[config.mk]
export PLATFORM = sky130hd
export DESIGN_NAME = ex_div_ctrl
export DESIGN_NICKNAME = d
export VERILOG_FILES = /design/src/rtl/ex_pkg.sv /design/src/rtl/ex_div_step.sv /design/src/rtl/ex_div_ctrl.sv
export SDC_FILE = /design/constraint.sdc
export NUM_CORES = 1
export LEC_CHECK = 0
export CAP_MARGIN = 25
export CORE_ASPECT_RATIO = 0.6
export CORE_MARGIN = 1.5
export CORE_UTILIZATION = 35
export DETAILED_ROUTE_END_ITERATION = 7
export HOLD_SLACK_MARGIN = 0.05
export SYNTH_ARGS = -nofsm -noshare
export SYNTH_HDL_FRONTEND = slang
export SYNTH_SLANG_ARGS = --single-unit
[constraint.sdc]
create_clock -name clk -period 3.62 [get_ports clk]
set_input_delay 0.543 -clock clk [delete_from_list [all_inputs] [get_ports clk]]
set_output_delay 0.543 -clock clk [all_outputs]
set_load 0.01 [all_outputs]
[src/rtl/ex_pkg.sv]
// ---------------------------------------------------------------------------
// ex_pkg -- definitions shared by the EX stage.
//
// Contents:
//   div_state_t             divide sequencer states
//   DIV_HI_LSB / DIV_LO_MSB HI/LO field boundaries of the packed divide
//                           result {remainder, quotient} at the default
//                           32-bit datapath
//   EXE_*_OP                ALU operation codes, including DIV/DIVU
//   is_div_op()             true for the opcodes steered to the divider
// ---------------------------------------------------------------------------
package ex_pkg;

    typedef enum logic [1:0] {
        IDLE    = 2'd0,
        DIVZERO = 2'd1,
        BUSY    = 2'd2,
        DONE    = 2'd3
    } div_state_t;

    // Packed result is {HI = remainder, LO = quotient}
    localparam int DIV_DATA_W = 32;
    localparam int DIV_HI_LSB = DIV_DATA_W;
    localparam int DIV_LO_MSB = DIV_DATA_W - 1;

    // ALU operation codes
    localparam logic [7:0] EXE_NOP_OP   = 8'b0000_0000;
    localparam logic [7:0] EXE_AND_OP   = 8'b0010_0100;
    localparam logic [7:0] EXE_OR_OP    = 8'b0010_0101;
    localparam logic [7:0] EXE_XOR_OP   = 8'b0010_0110;
    localparam logic [7:0] EXE_ADD_OP   = 8'b0010_0000;
    localparam logic [7:0] EXE_SUB_OP   = 8'b0010_0010;
    localparam logic [7:0] EXE_MULT_OP  = 8'b0001_1000;
    localparam logic [7:0] EXE_MULTU_OP = 8'b0001_1001;
    localparam logic [7:0] EXE_DIV_OP   = 8'b0001_1010;
    localparam logic [7:0] EXE_DIVU_OP  = 8'b0001_1011;

    function automatic logic is_div_op(input logic [7:0] aluop);
        return (aluop == EXE_DIV_OP) || (aluop == EXE_DIVU_OP);
    endfunction

endpackage

[src/rtl/ex_div_step.sv]
// ---------------------------------------------------------------------------
// ex_div_step -- one combinational step of a radix-2 restoring divide.
//
// Ports:
//   rem       [DATA_W-1:0]  partial remainder before this step
//   dvd_msb                 dividend bit shifted into the remainder
//   divisor   [DATA_W-1:0]  unsigned divisor (non-zero)
//   rem_next  [DATA_W-1:0]  partial remainder after this step
//   q_bit                   quotient bit produced by this step
// ---------------------------------------------------------------------------
module ex_div_step #(
    parameter int DATA_W = 32
) (
    input  logic [DATA_W-1:0] rem,
    input  logic              dvd_msb,
    input  logic [DATA_W-1:0] divisor,
    output logic [DATA_W-1:0] rem_next,
    output logic              q_bit
);

    logic [DATA_W:0] shifted;
    logic [DATA_W:0] trial;

    // rem < divisor on entry, so the shifted value always fits DATA_W+1 bits
    // and the top bit of the trial difference is a clean sign bit.
    assign shifted  = {rem, dvd_msb};
    assign trial    = shifted - {1'b0, divisor};
    assign q_bit    = ~trial[DATA_W];
    assign rem_next = q_bit ? trial[DATA_W-1:0] : shifted[DATA_W-1:0];

endmodule

[src/rtl/ex_div_ctrl.sv]
// ---------------------------------------------------------------------------
// ex_div_ctrl -- multi-cycle DIV/DIVU sequencer beside the EX-stage ALU.
//
// Radix-2 restoring divide, one quotient bit per cycle. The pipeline is
// stalled while the divide runs; the result is returned as
// {remainder, quotient} (HI/LO). A flush annuls an in-flight divide.
//
// Ports:
//   clk, rst        clock, synchronous active-high reset
//   div_start_i     request; held high until div_ready_o is seen
//   div_signed_i    1 = DIV (two's complement), 0 = DIVU
//   div_opdata1_i   dividend
//   div_opdata2_i   divisor
//   div_annul_i     flush; aborts a BUSY/DIVZERO operation
//   div_result_o    {remainder, quotient}, registered
//   div_ready_o     result valid, registered
//   div_stall_o     stall request, combinational
//
// Build option:
//   EX_DIV_EARLY_OUT_EN  when defined, a divisor whose magnitude exceeds the
//                        dividend's skips the iterations (quotient 0,
//                        remainder = raw dividend).
// ---------------------------------------------------------------------------
module ex_div_ctrl
    import ex_pkg::*;
#(
    parameter  int DATA_W = 32,
    localparam int CNT_W  = $clog2(DATA_W) + 1
) (
    input  logic                clk,
    input  logic                rst,
    input  logic                div_start_i,
    input  logic                div_signed_i,
    input  logic [DATA_W-1:0]   div_opdata1_i,
    input  logic [DATA_W-1:0]   div_opdata2_i,
    input  logic                div_annul_i,
    output logic [2*DATA_W-1:0] div_result_o,
    output logic                div_ready_o,
    output logic                div_stall_o
);

    div_state_t          state_reg, state_next;
    logic [CNT_W-1:0]    cnt_reg, cnt_next;
    logic [DATA_W-1:0]   rem_reg, rem_next;
    logic [DATA_W-1:0]   dvd_reg, dvd_next;     // dividend in, quotient out
    logic [DATA_W-1:0]   dsr_reg, dsr_next;
    logic                sign_q_reg, sign_q_next;
    logic                sign_r_reg, sign_r_next;
    logic                fix_reg, fix_next;     // apply sign correction in DONE
    logic                ready_reg, ready_next;
    logic [2*DATA_W-1:0] result_reg, result_next;

    logic [DATA_W-1:0]   abs_op1, abs_op2;
    logic [DATA_W-1:0]   step_rem;
    logic                step_q;
    logic [DATA_W-1:0]   quo_fix, rem_fix;

    // Magnitudes as unsigned values; the most negative number maps onto itself.
    assign abs_op1 = (div_signed_i && div_opdata1_i[DATA_W-1]) ? -div_opdata1_i : div_opdata1_i;
    assign abs_op2 = (div_signed_i && div_opdata2_i[DATA_W-1]) ? -div_opdata2_i : div_opdata2_i;

    assign quo_fix = (fix_reg && sign_q_reg) ? -dvd_reg : dvd_reg;
    assign rem_fix = (fix_reg && sign_r_reg) ? -rem_reg : rem_reg;

    ex_div_step #(
        .DATA_W (DATA_W)
    ) u_step (
        .rem      (rem_reg),
        .dvd_msb  (dvd_reg[DATA_W-1]),
        .divisor  (dsr_reg),
        .rem_next (step_rem),
        .q_bit    (step_q)
    );

    always_comb begin
        state_next  = state_reg;
        cnt_next    = cnt_reg;
        rem_next    = rem_reg;
        dvd_next    = dvd_reg;
        dsr_next    = dsr_reg;
        sign_q_next = sign_q_reg;
        sign_r_next = sign_r_reg;
        fix_next    = fix_reg;
        ready_next  = ready_reg;
        result_next = result_reg;

        case (state_reg)
            IDLE: begin
                if (div_start_i && !div_annul_i) begin
                    if (div_opdata2_i == '0) begin
                        // Divide by zero: quotient all ones, remainder raw
                        // dividend, never sign corrected.
                        state_next = DIVZERO;
                        rem_next   = div_opdata1_i;
                        dvd_next   = '1;
                        fix_next   = 1'b0;
                    end
`ifdef EX_DIV_EARLY_OUT_EN
                    else if (abs_op2 > abs_op1) begin
                        state_next = DONE;
                        rem_next   = div_opdata1_i;
                        dvd_next   = '0;
                        fix_next   = 1'b0;
                    end
`endif
                    else begin
                        state_next  = BUSY;
                        cnt_next    = '0;
                        rem_next    = '0;
                        dvd_next    = abs_op1;
                        dsr_next    = abs_op2;
                        sign_q_next = div_opdata1_i[DATA_W-1] ^ div_opdata2_i[DATA_W-1];
                        sign_r_next = div_opdata1_i[DATA_W-1];
                        fix_next    = div_signed_i;
                    end
                end
            end

            BUSY: begin
                if (div_annul_i) begin
                    state_next = IDLE;
                end else begin
                    rem_next = step_rem;
                    dvd_next = {dvd_reg[DATA_W-2:0], step_q};
                    cnt_next = cnt_reg + CNT_W'(1);
                    if (cnt_reg == CNT_W'(DATA_W - 1)) begin
                        state_next = DONE;
                    end
                end
            end

            DIVZERO: begin
                state_next = div_annul_i ? IDLE : DONE;
            end

            DONE: begin
                // First DONE cycle commits the result; afterwards it holds
                // until the request is withdrawn. Annul is not looked at.
                if (!ready_reg) begin
                    ready_next  = 1'b1;
                    result_next = {rem_fix, quo_fix};
                end else if (!div_start_i) begin
                    state_next  = IDLE;
                    ready_next  = 1'b0;
                    result_next = '0;
                end
            end

            default: state_next = IDLE;
        endcase
    end

    always_ff @(posedge clk) begin
        if (rst) begin
            state_reg  <= IDLE;
            cnt_reg    <= '0;
            rem_reg    <= '0;
            dvd_reg    <= '0;
            dsr_reg    <= '0;
            sign_q_reg <= 1'b0;
            sign_r_reg <= 1'b0;
            fix_reg    <= 1'b0;
            ready_reg  <= 1'b0;
            result_reg <= '0;
        end else begin
            state_reg  <= state_next;
            cnt_reg    <= cnt_next;
            rem_reg    <= rem_next;
            dvd_reg    <= dvd_next;
            dsr_reg    <= dsr_next;
            sign_q_reg <= sign_q_next;
            sign_r_reg <= sign_r_next;
            fix_reg    <= fix_next;
            ready_reg  <= ready_next;
            result_reg <= result_next;
        end
    end

    always_comb begin
        div_stall_o = 1'b0;
        case (state_reg)
            IDLE:          div_stall_o = div_start_i && !div_annul_i;
            BUSY, DIVZERO: div_stall_o = !div_annul_i;
            default:       div_stall_o = 1'b0;
        endcase
    end

    assign div_result_o = result_reg;
    assign div_ready_o  = ready_reg;

endmodule

* Word level (Yosys, flattened, before mapping) *
Index checks and enable logic that the tools add are counted.

storage, ports and cells
  logic and storage cells = 77
  output and inout bits = 66
  bits of input ports = 69
  flip-flop bits (word level) = 172

operators by class
  muxes and demuxes = 31
  reductions and logical operators = 16
  bitwise gates (word level) = 3
  eq/ne operators = 11
  add/sub/neg operators = 6

operators by type and width
  kind                                                 number
  2-to-1 mux 32 bit                                    11
  2-to-1 mux 64 bit                                    2
  negator 32 bit                                       4
  case mux 32 bit (2 select lines)                     2
  subtractor 33 x 32 -> 33 bit                         1
  logical NOT 32 bit                                   1
  2-to-1 mux 6 bit                                     3
  2-to-1 mux 2 bit                                     7
  != test 2 bit, second input constant                 6
  case mux 6 bit (2 select lines)                      1
  case mux 2 bit (4 select lines)                      1
  AND reduction 4 bit                                  2
  adder 6 x 1 -> 6 bit, second input constant          1
  equality test 6 x 5 -> 1 bit, second input constant  1
  AND reduction 3 bit                                  2
  logical AND 1 bit                                    5
  equality test 2 bit, second input constant           2
  AND reduction 2 bit                                  2
  2-to-1 mux 1 bit                                     3
  != test 3 bit, second input constant                 1
  equality test 2 x 1 -> 1 bit, second input constant  1
  logical NOT 2 bit                                    1
  NOT 1 bit                                            2
  case mux 1 bit (2 select lines)                      1
  4 further kinds                                      4

* Depth between registers and ports, before layout *
Gate-level depths: netlist (run 1).

  word-level depth = 5
  gate-level depth with buffers = 14
  depth with buffers taken out = 12

* By module *
From an unflattened synthesis (run 1), not the netlist that was laid out.

unflattened totals
  cells, all modules = 1478
  area total of the unflattened synthesis = 11898.9 µm²

modules (own cells, without submodules)
  module       area each (µm²)  cells an instance  times used
  ex_div_ctrl  9540.4           1173               1
  ex_div_step  2358.5           305                1

* Least setup slack after synthesis (run 1) *
Ideal clock, no wire load.

  path kind = flip-flop to flip-flop
  start point = reg dvd_reg[31]
  end point = reg rem_reg[10]
  period minus slack after synthesis = 3.320 ns
  arrival = 3.188 ns
  path buffers = 1
  stages on the path, launching flop included = 14
  data required time = 3.488 ns
  setup slack = 0.300 ns
  cells stage by stage = dfxtp_1 inv_1 ha_1 fa_1 and2b_1 o2111ai_2 a211oi_1 nor2_1 o221a_2 a211oi_4 buf_6 mux2_2 a221oi_1 nor3_1

between the ends
  longest elaborated chain between the ends = 4

RTL lines
  element                           line                RTL
  start, declared                   ex_div_ctrl.sv:45   logic [DATA_W-1:0] dvd_reg, dvd_next;
  start signal, assigned            ex_div_ctrl.sv:169  dvd_reg <= dvd_next;
  subtractor 33 x 32 -> 33 bit      ex_div_step.sv:27   assign trial = shifted - {1'b0, divisor};
  2-to-1 mux 32 bit                 ex_div_step.sv:29   assign rem_next = q_bit ? trial[DATA_W-1:0] : shifted[DATA_W-1:0];
  2-to-1 mux 32 bit                 ex_div_ctrl.sv:120  if (div_annul_i) begin
  case mux 32 bit (2 select lines)  ex_div_ctrl.sv:87   case (state_reg)
  end signal, assigned              ex_div_ctrl.sv:168  rem_reg <= rem_next;
  end, declared                     ex_div_ctrl.sv:44   logic [DATA_W-1:0] rem_reg, rem_next;

Every way passes these cells. The select of a mux whose other input is x is not followed.
A chain may end at the register's enable or synchronous reset.

* Worst setup path after layout (run 1) *
  start point = reg dvd_reg[31]
  end point = reg rem_reg[13]

Same word-level chain as after synthesis.

==> results.txt, run 1 <==
- Sum of internal, switching and leakage power: 10.8 mW
- Among all flip-flop cells after synthesis, the most frequent one is sky130_fd_sc_hd__dfxtp_1.
- Warnings, synthesis: 0
* Clock period minus worst slack: 3520 ps
- IO Count: 135
* Total placed cells including tap cells: 1987
* Wire length of the first global-routing pass: 59.3 mm
* Half-perimeter wire length after placement: 28.9 mm
- Traced cell by cell, the critical path runs through inv_2 -> ha_4 -> fa_2 -> and2b_2 -> o2111ai_4 -> a211oi_2 -> buf_4 -> nor2_4 -> o221a_4 -> a211oi_4 -> buf_6 -> clkbuf_16 -> mux2_2 -> a221oi_2 -> nor3_1.
- For this run, the slowest stage of the critical path takes 360 ps.
- Max VDD drop: 0.379 mV
- Maximum count of clock buffers along a single path: 2
* Post-Syn Area: 11400 µm²
- Number of antenna violations at the first check in global routing: 1
- Register-to-Register Setup Slack: 100 ps
* Max reg flops: 64
* Share of the yosys chip area belonging to registers: 0.302
- The clock reaches the later pin of the worst-skew pair after 460 ps.
* Slew of the pin with the lowest slew margin: 808 ps
* Count of routing violations after the opening detailed-route iteration: 955
* Final count of pins violating max slew: 0
- Path class of the lowest-slack min-delay path: flop to flop
- Across the routed clock network, the largest skew measured is 12.3 ps.
- Critical path class: flop to flop
- The count of final hold-check violations came to 0.
* Xor/xnor cell area share of the yosys netlist: 0.111
- Final Util: 0.452
- The net count of the finished layout is 1709.
- Adder and majority gate portion of the synthesized area: 0.0457
- The number of hold buffers added after CTS was 0.
* Critical path required time: 3960 ps
- In this run the critical register-to-register path is captured at rem_reg[13]$_SDFFE_PP0P_.
- Initial cell density of the core: 0.361
- Max-cap violations in this run came to 0.
- Count of H-tree levels built during CTS: 4
- For this run, the number of standard cells in the final layout without fillers is 2029.
- Compared with the post-synthesis result, the final layout area differs by 25.4%.
- Number of global-route vias before repair: 10.5k
- STA classifies the critical path endpoint as a flop.
- Buffers inserted during clock tree synthesis total 17.
* Most common library cell in the layout ignoring fill and taps: sky130_fd_sc_hd__nor2_1
- Nets in the synthesized netlist: 1575
- DR pass1 iterations: 5
- In the layout the commonest cells are 190 x sky130_fd_sc_hd__nor2_1, 170 x sky130_fd_sc_hd__dfxtp_1, 137 x sky130_fd_sc_hd__a21oi_1.
* Dominant combinational cell family by area after synthesis: compound AO/OA/AOI/OAI gates
- Total wire length: 38.1 mm
* Synthesis-stage register bit count: 172
- For this run, the top clock speed supported by timing is 0.284 GHz.
- TritonCTS built the clock tree.
- Of the available clock period, the critical path in the final layout requires 0.972.
* Asr flop ratio synth: 0
* Count of flip-flops with a built-in enable after synthesis: 0
- The synthesized design spends more area on one cell type than any other, namely sky130_fd_sc_hd__dfxtp_1.
- Of the cells placed in the final design, the portion with a size suffix greater than 1 is 0.112.
* Floorplan die area: 33700 µm²
* Synthesized area per cell: 7.78 µm²
- Clock transition time at the flip-flop clock pins of the worst setup and hold paths: 80 ps
- Launch point of the worst reg-to-reg path: dvd_reg[31]$_SDFFE_PP0P_
- Mux contribution to synthesized area: 0.0209
- Using the TritonRoute via totals, the vias-per-cell ratio works out to 5.58.
- For this run, the total global-route usage over all layers was measured as 0.225.
- Of all nets on the critical path, the largest fanout is 5.
- The worst setup path is launched from a flop.
- The root buffer cell chosen for the clock tree is sky130_fd_sc_hd__clkbuf_16.
* Top cells by area, synth: sky130_fd_sc_hd__dfxtp_1 30%, sky130_fd_sc_hd__xnor2_1 6.5%, sky130_fd_sc_hd__nor2_1 6.4%
* CP max stage cell: sky130_fd_sc_hd__fa_2
* Largest net degree at the start of global routing: 61
- The complex-gate fraction of the synthesized area came to 0.266.
* Die Width: 236 µm
- Simple-gate share of the synthesized area: 0.194
* Number of cells on the worst reg-to-reg path: 15
- The count of nets left with antenna violations once routing finished came out at 0.
- CP endpoint: rem_reg[13]$_SDFFE_PP0P_
- Synthesized netlist cell count: 1465
* Max-slew headroom at the worst pin: 0.460
- The floorplan step defined a core boundary enclosing 31600 µm².
- Routability cong.: 0.930
- Data on the critical path arrives at its endpoint at 3850 ps.
* Critical Path Start: dvd_reg[31]$_SDFFE_PP0P_
- The share of synthesized area in the top cell type comes to 0.302.
- Unique cell type count in the Yosys netlist: 74
- Across all layers, the routed design uses 11.3k vias.
- Run status: finished clean
- Filler instances: 3109
- Setup violations remaining at the end of the flow were counted as 0.
- Global routing finished with a remaining overflow of 0.
* Reported leakage power: 5.36 nW
- FP Rows: 50
* Count of buffers from port buffering: 134
* Drt wl/cell: 18.8 µm
- In the routed design, unresolved DRC markers number 0.
- The die is 143 µm tall.
- Number of clock sinks: 172
* Power per standard cell area: 758 nW/µm²
==> cell families (layout without fill, tap and decap cells) <==
group,count (synthesis),count (layout)
AND/OR/NAND/NOR,467,467
AO/OA/AOI/OAI,447,447
flip-flops,172,172
buffers and inverters,171,318
XOR/XNOR,145,145
adder cells (fa/ha/maj),41,41
multiplexers,22,22
other,0,1
==> metrics by stage <==
step / setup TNS [ps] / hold WS [ps] / setup WS (ps) / area [µm²]
after floorplan: 0 / 432 / 300 / 11400
after global placement: 0 / 446 / 0.105 / 13400
after detailed placement: -8.20 / 448 / -8.20 / 13400
after CTS: 0 / 458 / 43.0 / 14000
after global routing: -10.5 / 474 / -5.87 / 14300
final: 0 / 455 / 102 / 14300
==> cells in the mapped netlist (all sizes together), types with 38 or more instances <==
master  number
a211oi      38
a21oi      140
a221oi      38
clkbuf      73
dfxtp      172
ha          40
inv         75
nand2      113
nor2       193
nor3        42
o21ai       57
xnor2       85
xor2        60
==> how the worst min path moves through the flow <==
stage                                        from                             to  slack (ps)  depth (start not counted)
global route             dsr_reg[26]$_SDFFE_PP0P_       dsr_reg[26]$_SDFFE_PP0P_         470                          2
global placement         dsr_reg[22]$_SDFFE_PP0P_       dsr_reg[22]$_SDFFE_PP0P_         450                          2
CTS                      dsr_reg[31]$_SDFFE_PP0P_       dsr_reg[31]$_SDFFE_PP0P_         460                          2
finish                   dsr_reg[31]$_SDFFE_PP0P_       dsr_reg[31]$_SDFFE_PP0P_         460                          2
detailed placement  div_result_o[46]$_SDFFE_PP0P_  div_result_o[46]$_SDFFE_PP0P_         450                          2
floorplan                dsr_reg[22]$_SDFFE_PP0P_       dsr_reg[22]$_SDFFE_PP0P_         430                          2
==> metal layers <==
layer / track usage / part of all wire / vias to the layer above / routed length (µm)
met5: 0 / 0 / - / 0
met4: 0.0445 / 0.0095 / 0 / 360
met3: 0.0680 / 0.086 / 28 / 3280
met2: 0.309 / 0.39 / 372 / 14800
met1: 0.339 / 0.52 / 5354 / 19600
li1: - / - / 5560 / -
==> repair_timing <==
action,CTS,global route
cloned,0,3
buffers inserted,0,5
endpoints found under the setup margin,3,18
pin swaps,0,11
resized for setup,1,26
==> critical path, delay by kind of cell, from the launching register on <==
family,cells,cell delay [ps]
AND/OR/NAND/NOR,3,390
multiplexers,1,340
buffers and inverters,4,590
flip-flops,1,340
adder cells (fa/ha/maj),2,520
AO/OA/AOI/OAI,5,1200
==> layout make-up <==
class | count | area (µm²) | area share
clock inverters | 13 | 165 | 0.0116
well taps | 416 | 520 | 0.0364
diodes | 1 | 2.50 | 0.000175
inverters | 75 | 282 | 0.0197
repair buffers | 211 | 2030 | 0.142
clock buffers | 19 | 443 | 0.0310
flip-flops and latches | 172 | 3450 | 0.241
multi-input cells | 1122 | 7400 | 0.518
==> power by group <==
group | internal [mW] | total, mW | switching (mW) | leakage, nW
sequential | 2.16 | 2.45 | 0.288 | 1.40
clock | 1.11 | 1.96 | 0.849 | 0.298
combinational | 2.81 | 6.42 | 3.61 | 3.66
Note: power is estimated with default switching activity, not from simulation.
==> inputs of run 2 (changes only) <==
--- a/config.mk
+++ b/config.mk
@@ -6,7 +6,7 @@
 export NUM_CORES = 1
 export LEC_CHECK = 0
 export CAP_MARGIN = 25
-export CORE_ASPECT_RATIO = 0.6
+export CORE_ASPECT_RATIO = 1.1
 export CORE_MARGIN = 1.5
 export CORE_UTILIZATION = 35
 export DETAILED_ROUTE_END_ITERATION = 7
==> run 2 against run 1 <==
Design area decreased by 1.4%. Maximum frequency grew 0.34%. Setup slack gained 12 ps. Via count fell by 1.5%. Register-to-register slack barely moved. Sequential cell count stayed put. First-iteration DRC count decreased by 23%. Combinational power is 5.0% lower. Die area shrank 0.10%. Clock skew is essentially flat. Clock-buffer cell count shrank 2.
==> results.txt, run 2 (synthesis gave the netlist of run 1 again) <==
- The global-route wire length before repair is 56.2 mm (was 59.3 mm).
- Number of setup violations in the final report: 0 (unchanged)
- The starting utilization of the core area came to 0.354 (was 0.361).
- The number of DRC violations after detailed routing is 0 (unchanged).
- Crit path max fanout: 4 (was 5)
- The number of buffers created by CTS came to 17 (unchanged).
- Number of global-route vias before repair: 10.3k (was 10.5k)
- The worst slack on hold paths came to 454 ps (was 455 ps).
- The power density over the cells was 739 nW/µm² (was 758 nW/µm²).
- The final wirelength was 35.9 mm (was 38.1 mm).
- Routability cong.: 0.887 (was 0.930)
* Max-cap violations: 0 (unchanged)
- Layout cell share with drive strength beyond 1: 0.0959 (was 0.112)
* Footprint of the multi-input gates: 7330 µm² (was 7400 µm²)
- The number of top-level design ports came to 135 (unchanged).
* P_sw: 4.64 mW (was 4.75 mW)
- Max VDD drop: 0.411 mV (was 0.379 mV)
- The standard cell core area was 32200 µm² (was 31600 µm²).
- The vertical extent of the die was 192 µm (was 143 µm).
* FP Rows: 69 (was 50)
- The number of nets in the finished design came to 1693 (was 1709).
- The stage delay of the slowest cell on the critical path is 360 ps (about the same).
- The final critical-path setup slack came to 113 ps (was 102 ps).
- Number of buffer and inverter stages on the critical path: 3 (was 4)
- The critical path startpoint category is a flop (unchanged).
- Count of buffers from port buffering: 134 (unchanged)
* Die Width: 175 µm (was 236 µm)
- The cell family with the largest share of critical-path delay is compound AO/OA/AOI/OAI gates (unchanged).
- The die outline area is 33700 µm² (about the same).
* Post-Place Worst Slack: -114 ps (was -8.20 ps)
- # diodes: 0 (was 1)
* Vias after detailed routing: 11.1k (was 11.3k)
- Antenna-violating nets left: 0 (unchanged)
- The most common library cell in the layout ignoring fill and taps is sky130_fd_sc_hd__nor2_1 (unchanged).
* Critical path required time: 3920 ps (was 3960 ps)
* Final count of pins violating max slew: 0 (unchanged)
- Leftover overflow at the end of global routing: 0 (unchanged)
- Run status: finished clean (unchanged).
- The part of the cycle the worst path needs was 0.969 (was 0.972).
- The count of hold buffers inserted by post-cts repair was 0 (unchanged).
- The area taken by flip-flops and latches was 3440 µm² (was 3450 µm²).
- Total placed cells including tap cells: 1982 (was 1987)
- The leakage power total is 5.24 nW (was 5.36 nW).
- The final instance count without filler cells was 2022 (was 2029).
- Max-slew headroom at the worst pin: 0.409 (was 0.460)
- Most used cells in the layout excluding fill and tap cells: 191 x sky130_fd_sc_hd__nor2_1, 172 x sky130_fd_sc_hd__dfxtp_1, 137 x sky130_fd_sc_hd__a21oi_1 (was 190 x sky130_fd_sc_hd__nor2_1, 170 x sky130_fd_sc_hd__dfxtp_1, 137 x sky130_fd_sc_hd__a21oi_1).
- The TritonCTS clock tree is done (unchanged).
- Setup repair after global routing left no endpoint under its margin.
- The type of the setup path with the least slack is flop to flop (unchanged).
- The fraction of power spent switching nets was 0.446 (was 0.439).
* Number of clock sinks: 172 (unchanged)
- Drt wl/cell: 17.8 µm (was 18.8 µm)
- Power share of the combinational group: 0.585 (was 0.593)
- Flop pwr share: 0.236 (was 0.226)
- Buffer type at the clock tree root: sky130_fd_sc_hd__clkbuf_16 (unchanged)
- CP max stage cell: sky130_fd_sc_hd__fa_2 (unchanged)
- The endpoint arrival time on the critical path came to 3810 ps (was 3850 ps).
- The detailed placer's ending HPWL is 26.9 mm (was 28.9 mm).
* Largest clock skew in the final design: 11.8 ps (was 12.3 ps)
- Largest net degree at the start of global routing: 89 (was 61)
* Total count of hold-check failures in the final report: 0 (unchanged)
- The slew at the pin closest to its max-slew limit was 886 ps (was 808 ps).
- The clock network power share was 0.179 (was 0.181).
* Endpoint type of the worst setup path: flop (unchanged)
* DR pass1 iterations: 5 (unchanged)
* Count of routing violations after the opening detailed-route iteration: 731 (was 955)
- The via count normalized by instance count was 5.51 (was 5.58).
- Cell internal pwr: 5.77 mW (was 6.08 mW)
- Crit-path most repeated cell: sky130_fd_sc_hd__a211oi_4
* Path class of the lowest-slack min-delay path: flop to flop (unchanged)
- The global-route usage over all layers came to 0.211 (was 0.225).
- Maximum count of clock buffers along a single path: 2 (unchanged)
- The post-route minimum period came to 3510 ps (was 3520 ps).
- Count of H-tree levels built during CTS: 4 (unchanged)
- Filler instances: 3225 (was 3109)
* Clock transition time at the flip-flop clock pins of the worst setup and hold paths: 80 ps (about the same)
* Max frequency: 0.285 GHz (was 0.284 GHz)
* Max reg flops: 64 (unchanged)
* Growth of design area from synthesis to finish: 23.7% (was 25.4%)
- List of cells traversed by the critical path: inv_1 -> ha_1 -> fa_2 -> and2b_2 -> o2111ai_4 -> a211oi_4 -> nor2_1 -> o221a_2 -> a211oi_4 -> buf_6 -> clkbuf_16 -> mux2_2 -> a221oi_1 -> nor3_1 (was inv_2 -> ha_4 -> fa_2 -> and2b_2 -> o2111ai_4 -> a211oi_2 -> buf_4 -> nor2_4 -> o221a_4 -> a211oi_4 -> buf_6 -> clkbuf_16 -> mux2_2 -> a221oi_2 -> nor3_1)
- The later-pin clock latency in the skew report was 450 ps (was 460 ps).
- Number of antenna violations at the first check in global routing: 0 (was 1)
==> run 2: per-layer routing <==
| metal | track usage | wire [µm] |
|---|---|---|
| met3 | 0.0268 | 1790 |
| met5 | 0 | 0 |
| met4 | 0.0799 | 1060 |
| met2 | 0.346 | 16700 |
| met1 | 0.281 | 16400 |
==> run 2: final timing paths <==
check	to	depth (start not counted)	slack [ps]	from
worst max-delay path	rem_reg[8]$_SDFFE_PP0P_	14	110	dvd_reg[31]$_SDFFE_PP0P_
worst max register to register	rem_reg[8]$_SDFFE_PP0P_	14	110	dvd_reg[31]$_SDFFE_PP0P_
worst min-delay path	dsr_reg[22]$_SDFFE_PP0P_	2	450	dsr_reg[22]$_SDFFE_PP0P_
worst min register to register	dsr_reg[22]$_SDFFE_PP0P_	2	450	dsr_reg[22]$_SDFFE_PP0P_
==> run 2: repair_timing <==
item,CTS,global route
setup buffers,0,5
setup endpoints to repair,14,14
gates resized for setup,1,9
pin swaps,0,3
cloned,0,3
==> run 2: worst register-to-register path: stages, from the launching register on <==
cell and delay [ps]:
sky130_fd_sc_hd__dfxtp_1 340, sky130_fd_sc_hd__inv_1 50, sky130_fd_sc_hd__ha_1 220, sky130_fd_sc_hd__fa_2 360
sky130_fd_sc_hd__and2b_2 260, sky130_fd_sc_hd__o2111ai_4 150, sky130_fd_sc_hd__a211oi_4 300, sky130_fd_sc_hd__nor2_1 110
sky130_fd_sc_hd__o221a_2 280, sky130_fd_sc_hd__a211oi_4 270, sky130_fd_sc_hd__buf_6 170, sky130_fd_sc_hd__clkbuf_16 160
sky130_fd_sc_hd__mux2_2 340, sky130_fd_sc_hd__a221oi_1 280, sky130_fd_sc_hd__nor3_1 80
==> run 2: final cells by class <==
| class | instances | share of cell area |
|---|---|---|
| multi-input cells | 1122 | 0.520 |
| flip-flops and latches | 172 | 0.244 |
| repair buffers | 195 | 0.136 |
| well taps | 426 | 0.0378 |
| clock buffers | 17 | 0.0302 |
| inverters | 75 | 0.0200 |
| clock inverters | 15 | 0.0121 |
==> run 2: power groups by stage <==
stage	clock network (mW)	registers (mW)	logic, mW
2_1_floorplan	0	2.43	4.09
3_3_place_gp	0	2.49	5.45
3_5_place_dp	0	2.49	5.48
4_1_cts	1.90	2.44	5.52
5_1_grt	1.97	2.49	6.65
6_report	1.86	2.45	6.10
==> run 2: per-stage QoR <==
step                utilization  setup TNS [ps]  cell area, µm²  total power, mW
floorplan                     -               0           11400             6.52
global placement          0.414            -210           13300             7.93
detailed placement        0.414            -519           13300             7.97
CTS                       0.433               0           13900             9.86
global route              0.438               0           14100             11.1
finish                    0.438               0           14100             10.4
==> inputs of run 3 (changes only) <==
--- a/config.mk
+++ b/config.mk
@@ -10,6 +10,7 @@
 export CORE_MARGIN = 1.5
 export CORE_UTILIZATION = 35
 export DETAILED_ROUTE_END_ITERATION = 7
+export GPL_TIMING_DRIVEN = 1
 export HOLD_SLACK_MARGIN = 0.05
 export SYNTH_ARGS = -nofsm -noshare
 export SYNTH_HDL_FRONTEND = slang
==> results of run 3 <==
Final layout, timing and power as in run 2 (identical DEF).
